$ cat config.mk
export PLATFORM = sky130hd
export DESIGN_NAME = dac_sample_streamer
export DESIGN_NICKNAME = d
export VERILOG_FILES = /design/src/rtl/dac_stream_pkg.sv /design/src/rtl/dac_stream_fifo.sv /design/src/rtl/dac_sample_streamer.sv
export SDC_FILE = /design/constraint.sdc
export NUM_CORES = 1
export LEC_CHECK = 0
export CORE_MARGIN = 2
export CORE_UTILIZATION = 64
export CTS_BUF_LIST = sky130_fd_sc_hd__clkbuf_4 sky130_fd_sc_hd__clkbuf_8
export DETAILED_ROUTE_END_ITERATION = 7
export PLACE_DENSITY = 0.88
export SETUP_SLACK_MARGIN = 0.4
export SYNTH_ARGS = -nofsm -noshare
export SYNTH_HDL_FRONTEND = slang
export SYNTH_SLANG_ARGS = --single-unit
$ cat constraint.sdc
create_clock -name clk -period 9.35 [get_ports clk]
set_input_delay 1.87 -clock clk [delete_from_list [all_inputs] [get_ports clk]]
set_output_delay 1.87 -clock clk [all_outputs]
set_load 0.005 [all_outputs]
$ cat src/rtl/dac_stream_pkg.sv
// Shared types for the DAC sample streamer: FSM states and mode encodings.
// No logic; imported by the streamer top.
package dac_stream_pkg;

    typedef enum logic [1:0] {
        IDLE  = 2'd0,
        PRIME = 2'd1,
        RUN   = 2'd2
    } state_t;

    localparam logic MODE_BCAST = 1'b0;
    localparam logic MODE_ILV   = 1'b1;

endpackage

$ cat src/rtl/dac_stream_fifo.sv
// Generic synchronous FIFO with extra-bit pointers and an occupancy count.
// Latency: written word is poppable the cycle after the push; no write-through.
// Backpressure: pushes while full and pops while empty are dropped.
module dac_stream_fifo #(
    parameter int DATA_W     = 10,
    parameter int FIFO_DEPTH = 8
) (
    input  logic                          clk,
    input  logic                          reset,
    input  logic                          push,
    input  logic [DATA_W-1:0]             push_dat,
    input  logic                          pop,
    output logic [DATA_W-1:0]             pop_dat,
    output logic                          full,
    output logic                          empty,
    output logic [$clog2(FIFO_DEPTH):0]   count
);

    localparam int AW = $clog2(FIFO_DEPTH);

    logic [DATA_W-1:0] mem [FIFO_DEPTH];
    logic [AW:0]       wr_ptr;
    logic [AW:0]       rd_ptr;
    logic              do_push;
    logic              do_pop;

    assign do_push = push && !full;
    assign do_pop  = pop && !empty;
    assign count   = wr_ptr - rd_ptr;
    assign empty   = (wr_ptr == rd_ptr);
    assign full    = (count == (AW+1)'(FIFO_DEPTH));
    assign pop_dat = mem[rd_ptr[AW-1:0]];

    always_ff @(posedge clk) begin
        if (do_push) begin
            mem[wr_ptr[AW-1:0]] <= push_dat;
        end
    end

    always_ff @(posedge clk or negedge reset) begin
        if (!reset) begin
            wr_ptr <= '0;
            rd_ptr <= '0;
        end else begin
            if (do_push) wr_ptr <= wr_ptr + 1'b1;
            if (do_pop)  rd_ptr <= rd_ptr + 1'b1;
        end
    end

endmodule

$ cat src/rtl/dac_sample_streamer.sv
// Buffers core samples and releases them to DAC lanes at a programmable rate.
// Latency: lanes register one cycle after the tick that pops the word.
// Backpressure: in_ready drops while the FIFO is full; excess pushes set overflow.
module dac_sample_streamer
    import dac_stream_pkg::*;
#(
    parameter int DATA_W     = 10,
    parameter int CHANNELS   = 2,
    parameter int FIFO_DEPTH = 8,
    parameter int DIV_W      = 16
) (
    input  logic                         clk,
    input  logic                         reset,
    input  logic                         enable,
    input  logic                         mode,
    input  logic [DIV_W-1:0]             div,
    input  logic                         in_valid,
    input  logic [DATA_W-1:0]            in_data,
    output logic                         in_ready,
    input  logic                         clr_flags,
    output logic [CHANNELS*DATA_W-1:0]   dac_out,
    output logic [CHANNELS-1:0]          dac_en,
    output logic                         sample_strobe,
    output logic                         underrun,
    output logic                         overflow
);

    localparam int AW = $clog2(FIFO_DEPTH);
    localparam int CW = (CHANNELS > 1) ? $clog2(CHANNELS) : 1;

    state_t            state;
    state_t            state_nxt;
    logic [DIV_W-1:0]  cnt;
    logic [CW-1:0]     ch_ptr;
    logic              mode_r;
    logic              fifo_full;
    logic              fifo_empty;
    logic [AW:0]       fifo_cnt;
    logic [DATA_W-1:0] fifo_dat;
    logic [31:0]       prime_need;
    logic              prime_ok;
    logic              tick;
    logic              pop;
    logic              ur_set;
    logic              ov_set;

    dac_stream_fifo #(
        .DATA_W     (DATA_W),
        .FIFO_DEPTH (FIFO_DEPTH)
    ) u_fifo (
        .clk      (clk),
        .reset    (reset),
        .push     (in_valid),
        .push_dat (in_data),
        .pop      (pop),
        .pop_dat  (fifo_dat),
        .full     (fifo_full),
        .empty    (fifo_empty),
        .count    (fifo_cnt)
    );

    assign in_ready = !fifo_full;

    // Mode is taken live while priming; RUN uses the value latched at entry.
    assign prime_need = (mode == MODE_ILV) ? 32'(CHANNELS) : 32'd1;
    assign prime_ok   = (32'(fifo_cnt) >= prime_need);

    always_ff @(posedge clk or negedge reset) begin
        if (!reset) begin
            state <= IDLE;
        end else begin
            state <= state_nxt;
        end
    end

    always_comb begin
        state_nxt = state;
        if (!enable) begin
            state_nxt = IDLE;
        end else begin
            case (state)
                IDLE:    state_nxt = PRIME;
                PRIME:   state_nxt = prime_ok ? RUN : PRIME;
                RUN:     state_nxt = RUN;
                default: state_nxt = IDLE;
            endcase
        end
    end

    always_comb begin
        tick   = (state == RUN) && enable && (cnt >= div);
        pop    = tick && !fifo_empty;
        ur_set = tick && fifo_empty;
        ov_set = in_valid && !in_ready;
    end

    always_ff @(posedge clk or negedge reset) begin
        if (!reset) begin
            cnt    <= '0;
            ch_ptr <= '0;
            mode_r <= MODE_BCAST;
        end else begin
            if (state != RUN || !enable || tick) cnt <= '0;
            else                                 cnt <= cnt + DIV_W'(1);

            if (state != RUN) mode_r <= mode;

            if (state_nxt == IDLE) begin
                ch_ptr <= '0;
            end else if (pop && mode_r == MODE_ILV) begin
                ch_ptr <= (32'(ch_ptr) == CHANNELS - 1) ? '0 : ch_ptr + 1'b1;
            end
        end
    end

    always_ff @(posedge clk or negedge reset) begin
        if (!reset) begin
            dac_out       <= '0;
            dac_en        <= '0;
            sample_strobe <= 1'b0;
            underrun      <= 1'b0;
            overflow      <= 1'b0;
        end else begin
            sample_strobe <= pop;
            if (!enable) begin
                dac_en <= '0;
            end else if (pop) begin
                for (int c = 0; c < CHANNELS; c++) begin
                    if (mode_r == MODE_BCAST || CW'(c) == ch_ptr) begin
                        dac_out[c*DATA_W +: DATA_W] <= fifo_dat;
                        dac_en[c]                   <= 1'b1;
                    end
                end
            end
            underrun <= ur_set | (underrun & ~clr_flags);
            overflow <= ov_set | (overflow & ~clr_flags);
        end
    end

endmodule
Yosys cells after proc, flatten, opt, wreduce, memory -nomap -nowiden
Memory sizes are Yosys's and may differ from the RTL's.
Cells that the tools add are included.
Widths: inputs -> output; s select.
{"block": "op_classes", "add_sub_neg": 5, "n_mux": 14, "reduce_logical": 22, "n_bitwise": 7, "n_lt_le_gt_ge": 2, "n_eq_ne": 8}
{"op": "$add 16x1->16 const B", "count": 1}
{"op": "$ge 16x16->1", "count": 1}
{"op": "$mux 16", "count": 1}
{"op": "$mux 2", "count": 5}
{"op": "$add 4x1->4 const B", "count": 2}
{"op": "$logic_and 1x1->1", "count": 8}
{"op": "$mux 1", "count": 7}
{"op": "$ne 2x1->1 const B", "count": 3}
{"op": "$pmux 2 s3", "count": 1}
{"op": "$reduce_and 3->1", "count": 2}
{"op": "$eq 4x4->1", "count": 1}
{"op": "$eq 4x4->1 const B", "count": 1}
{"op": "$ge 4x2->1", "count": 1}
{"op": "$logic_not 2->1", "count": 2}
{"op": "$logic_or 1x1->1", "count": 4}
{"op": "$reduce_and 2->1", "count": 2}
{"op": "$sub 4x4->4", "count": 1}
{"op": "$logic_not 1->1", "count": 3}
{"op": "$not 1->1", "count": 3}
{"op": "$and 1x1->1", "count": 2}
{"op": "$eq 2x1->1 const B", "count": 1}
{"op": "$eq 2x2->1 const B", "count": 1}
{"op": "$ne 2x2->1 const B", "count": 1}
{"op": "$or 1x1->1", "count": 2}
{"op": "other kinds (2)", "count": 2}
{"block": "word_totals", "mem_bits_rw": 80, "n_memories": 1, "word_cells": 72, "inputBits": 32, "output_inout_bits": 26, "reg_bits": 53}
{"name": "u_fifo.mem", "words": 8, "width": 10, "read_ports": 1, "rd_ports_with_merged_regs": 0, "wr": 1, "line": "dac_stream_fifo.sv:21", "text": "logic [DATA_W-1:0] mem [FIFO_DEPTH];"}

Longest topological paths before layout
{"block": "logic_depth", "depth_word": 7, "ltp_mapped": 10, "mapped_depth_nobuf": 9}

Hierarchy
Synthesis repeated with hierarchy kept, for this count alone.
{"block": "hier_totals", "cells_unflattened": 416, "hier_area_um2": 5955.7}
{"mod": "dac_stream_fifo", "cells_each": 199, "seq_area_each_um2": 2602.5, "n_inst": 1, "area_each_um2": 3639.7}
{"mod": "dac_sample_streamer", "cells_each": 217, "seq_area_each_um2": 1126.1, "n_inst": 1, "area_each_um2": 2316.0}

Worst setup path before layout
OpenSTA, ideal clock, no wires.
{"block": "synth_timing", "path_kind": "reg2out", "startpoint": "reg u_fifo.rd_ptr[1]", "endpoint": "out in_ready", "arrival_ns": 2.124, "required_time_ns": 7.480, "path_slack_ns": 5.356, "stages_incl_launch_ff": 8, "path_cell_list": "dfrtp_1 > clkbuf_1 > inv_1 > ha_1 > nor2b_1 > o21ai_1 > a21oi_1 > or4_1"}
{"block": "synth_between", "elab_chain_cells": 3}
{"item": "from (decl)", "line": "dac_stream_fifo.sv:23", "text": "logic [AW:0] rd_ptr;"}
{"item": "from (signal assigned)", "line": "dac_stream_fifo.sv:46", "text": "if (do_pop) rd_ptr <= rd_ptr + 1'b1;"}
{"item": "$sub 4x4->4", "line": "dac_stream_fifo.sv:29", "text": "assign count = wr_ptr - rd_ptr;"}
{"item": "$eq 4x4->1", "line": "dac_stream_fifo.sv:31", "text": "assign full = (count == (AW+1)'(FIFO_DEPTH));"}
{"item": "$logic_not 1->1", "line": "dac_sample_streamer.sv:62", "text": "assign in_ready = !fifo_full;"}
{"item": "to (decl)", "line": "dac_sample_streamer.sv:19", "text": "output logic in_ready,"}
Every way passes these cells.

Worst setup path after layout
Ends and elaborated chain as after synthesis.

==> qor.csv <==
metric,value,unit
status,"finished, final reports clean",
finalSetupViolCount,0,
avgSynthCellArea,14.6,um^2
die_area,10000,um^2
period_share,58.5,%
syn_to_final_growth,19.9,%
cts_tree,built,
p_leak,2.84,nW
min_path_cells,1,
ios,58,
cts_max_path_buffers,2,
n_antenna_cell,0,
grt_pass1_wl,19100,um
relSlewSlack,30.8,%
nFillCells,509,
drv_slew,0,
rsz0062_at_grt,false,
ctsRootBufferMaster,clkbuf_8,
synth_fp_nets,461,
worstSetupEndpointType,primary output,
ys_async_sr_fraction,39.8,%
reg2regPathDepth,8,
use_met2,43.7,%
power.density,206,nW/um^2
power,1.45,mW
synth-seq-area-share,63.2,%
layout-drive-gt1-share,19.3,%
place_congestion,0.791,
tightest_slew,1.03,ns
htreeDepth,4,
grt.total_usage,25.9,%
grt_max_degree,54,
cp-start-kind,flop,
clock-sinks,133,
synth_cell_types,47,
hold_violations,0,
die_w,100,um
clock_latency,0.44,ns
drt-total-wl,11800,um
regArea,3730,um^2
crit_required,7.48,ns
grt_pass1_vias,3730,
post-cts-setup-buffer-count,0,
crit_arrival,3.60,ns
synth_edf_count,80,
fin_crit,5.47,ns
yosys_warnings,0,
grt_overflow_total,0,
core,9110,um^2
cts.clk_slew.worst_paths,0.08,ns
drv_cap,0,
avgViaCountPerCell,5.89,
final_nets,536,
synth_area,5900,um^2
start_util,64.8,%
syn-instance-count,404,
ctsResizeCount,0,
antenna_found_initial,0,
dr.pass1.iters,4,
finClkSkew,0.00878,ns
worst-setup-path-type,reg -> out,
ir_worst_vdd,0.120,mV
grt.met1_usage,32.5,%
place_hpwl,7570,um
max_freq,0.183,GHz
antenna_left,0,
use_met3,5.85,%
finalSetupTns,0,ns
cts_made_buffers,17,
pre_cts_ws,4.36,ns
multi_input_area,2010,um^2
postCtsHoldBufs,0,
drc,0,
top_usage_layer,met2,
num_rows,35,
wl_per_cell,19.5,um
vias,3554,
chipHeight,100,um
port-buffer-count,57,
hp-class,reg -> reg,
drtIter0Drc,230,
synth_seq_cells,133,
synthFlopType,edfxtp_1,
holdWs,0.490,ns
crit_fanout,24,
final.setup.worst_slack,3.88,ns
==> critical path: stages, from the launching register on <==
cell,delay (ns)
dfrtp_1,1.03
inv_1,0.23
ha_1,0.37
nor2b_1,0.13
o21ai_1,0.17
a21oi_1,0.16
or4_1,0.60
clkdlybuf4s50_1,0.47
==> state kept, by name (all words and copies together) (netlist names) <==
signal / count
u_fifo.wr_ptr: 4
cnt: 16
sample_strobe: 1
mode_r: 1
underrun: 1
dac_en: 2
state: 2
dac_out: 20
u_fifo.mem: 80
overflow: 1
ch_ptr: 1
u_fifo.rd_ptr: 4
==> kinds of logic (layout without fill, tap and decap cells) <==
logic type / after synthesis / count (layout) / share of synthesized area [%]
xor gates and xnor gates: 22 / 22 / 3.27
muxes: 43 / 43 / 12.6
and+or+nand+nor: 115 / 115 / 9.37
AOI/OAI and AO/OA: 23 / 23 / 3.05
DFF: 133 / 133 / 63.2
adders and majority gates: 25 / 25 / 5.43
buffers and inverters: 43 / 131 / 3.12
==> synth_stat cells (all sizes together) (7+ instances only) <==
library cell / n / area share [%]
mux4: 20 / 7.6
and3: 7 / 0.76
nor2: 20 / 1.3
dfrtp: 53 / 22
nor3: 7 / 0.68
xor2: 12 / 1.8
edfxtp: 80 / 41
ha: 24 / 5.1
xnor2: 10 / 1.5
mux2: 22 / 4.8
nand3: 12 / 1.0
a21oi: 7 / 0.59
nand2: 47 / 3.0
inv: 32 / 2.0
==> routing by layer <==
layer	wire length, um	share of wire (%)	up-vias
li1	-	-	1618
met5	0	0	-
met2	6060	51	142
met1	4680	40	1768
met3	750	6.4	26
met4	280	2.4	0
==> report_power, final <==
part	switching, mW	total, mW	internal (mW)
combinational	0.123	0.206	0.0831
sequential	0.0383	0.732	0.694
clock	0.239	0.515	0.276
==> placed cells by master, fill, tap and decap left out, types with 4 or more instances in the layout <==
master	synthesis	layout
nand2_1	47	47
and3_1	6	6
inv_1	32	32
mux2_4	9	9
ha_1	24	24
clkinv_4	0	4
xor2_1	12	12
nor2_1	20	20
xnor2_1	10	10
nor3_1	6	5
nand3_1	12	12
buf_4	1	10
dfrtp_1	53	53
clkbuf_8	0	17
o21ai_0	5	5
mux2_2	12	12
edfxtp_1	80	80
a21oi_1	7	7
mux4_2	20	20
clkdlybuf4s50_1	0	56
==> stage by stage <==
step                      instance area (um^2)  std cells  util (%)
after floorplan                           5900        404         -
after global placement                    6640        571      72.9
after detailed placement                  6640        571      72.9
after CTS                                 7070        603      77.7
after global routing                      7070        603      77.7
final                                     7070        603      77.7
==> path summary, 6_finish.rpt <==
| kind | startpoint | end | slack (ns) |
|---|---|---|---|
| max | u_fifo.rd_ptr[1] | in_ready | 3.88 |
| min | u_fifo.rd_ptr[3] | u_fifo.rd_ptr[3] | 0.49 |
| max reg2reg | u_fifo.rd_ptr[1] | u_fifo.mem[7][7] | 5.53 |
| min reg2reg | u_fifo.rd_ptr[3] | u_fifo.rd_ptr[3] | 0.49 |
| max in group asynchronous | reset | dac_out[6] | 7.35 |
| min in group asynchronous | reset | cnt[0] | 1.55 |
==> layout make-up <==
cell class / count / area share, %
multi-input cells: 228 / 28.4
inverters: 32 / 1.70
flip-flops and latches: 133 / 52.7
clock buffers: 18 / 3.41
well taps: 111 / 1.96
clock inverters: 14 / 2.71
repair buffers: 67 / 9.06
Note: power is estimated with default switching activity, not from simulation.
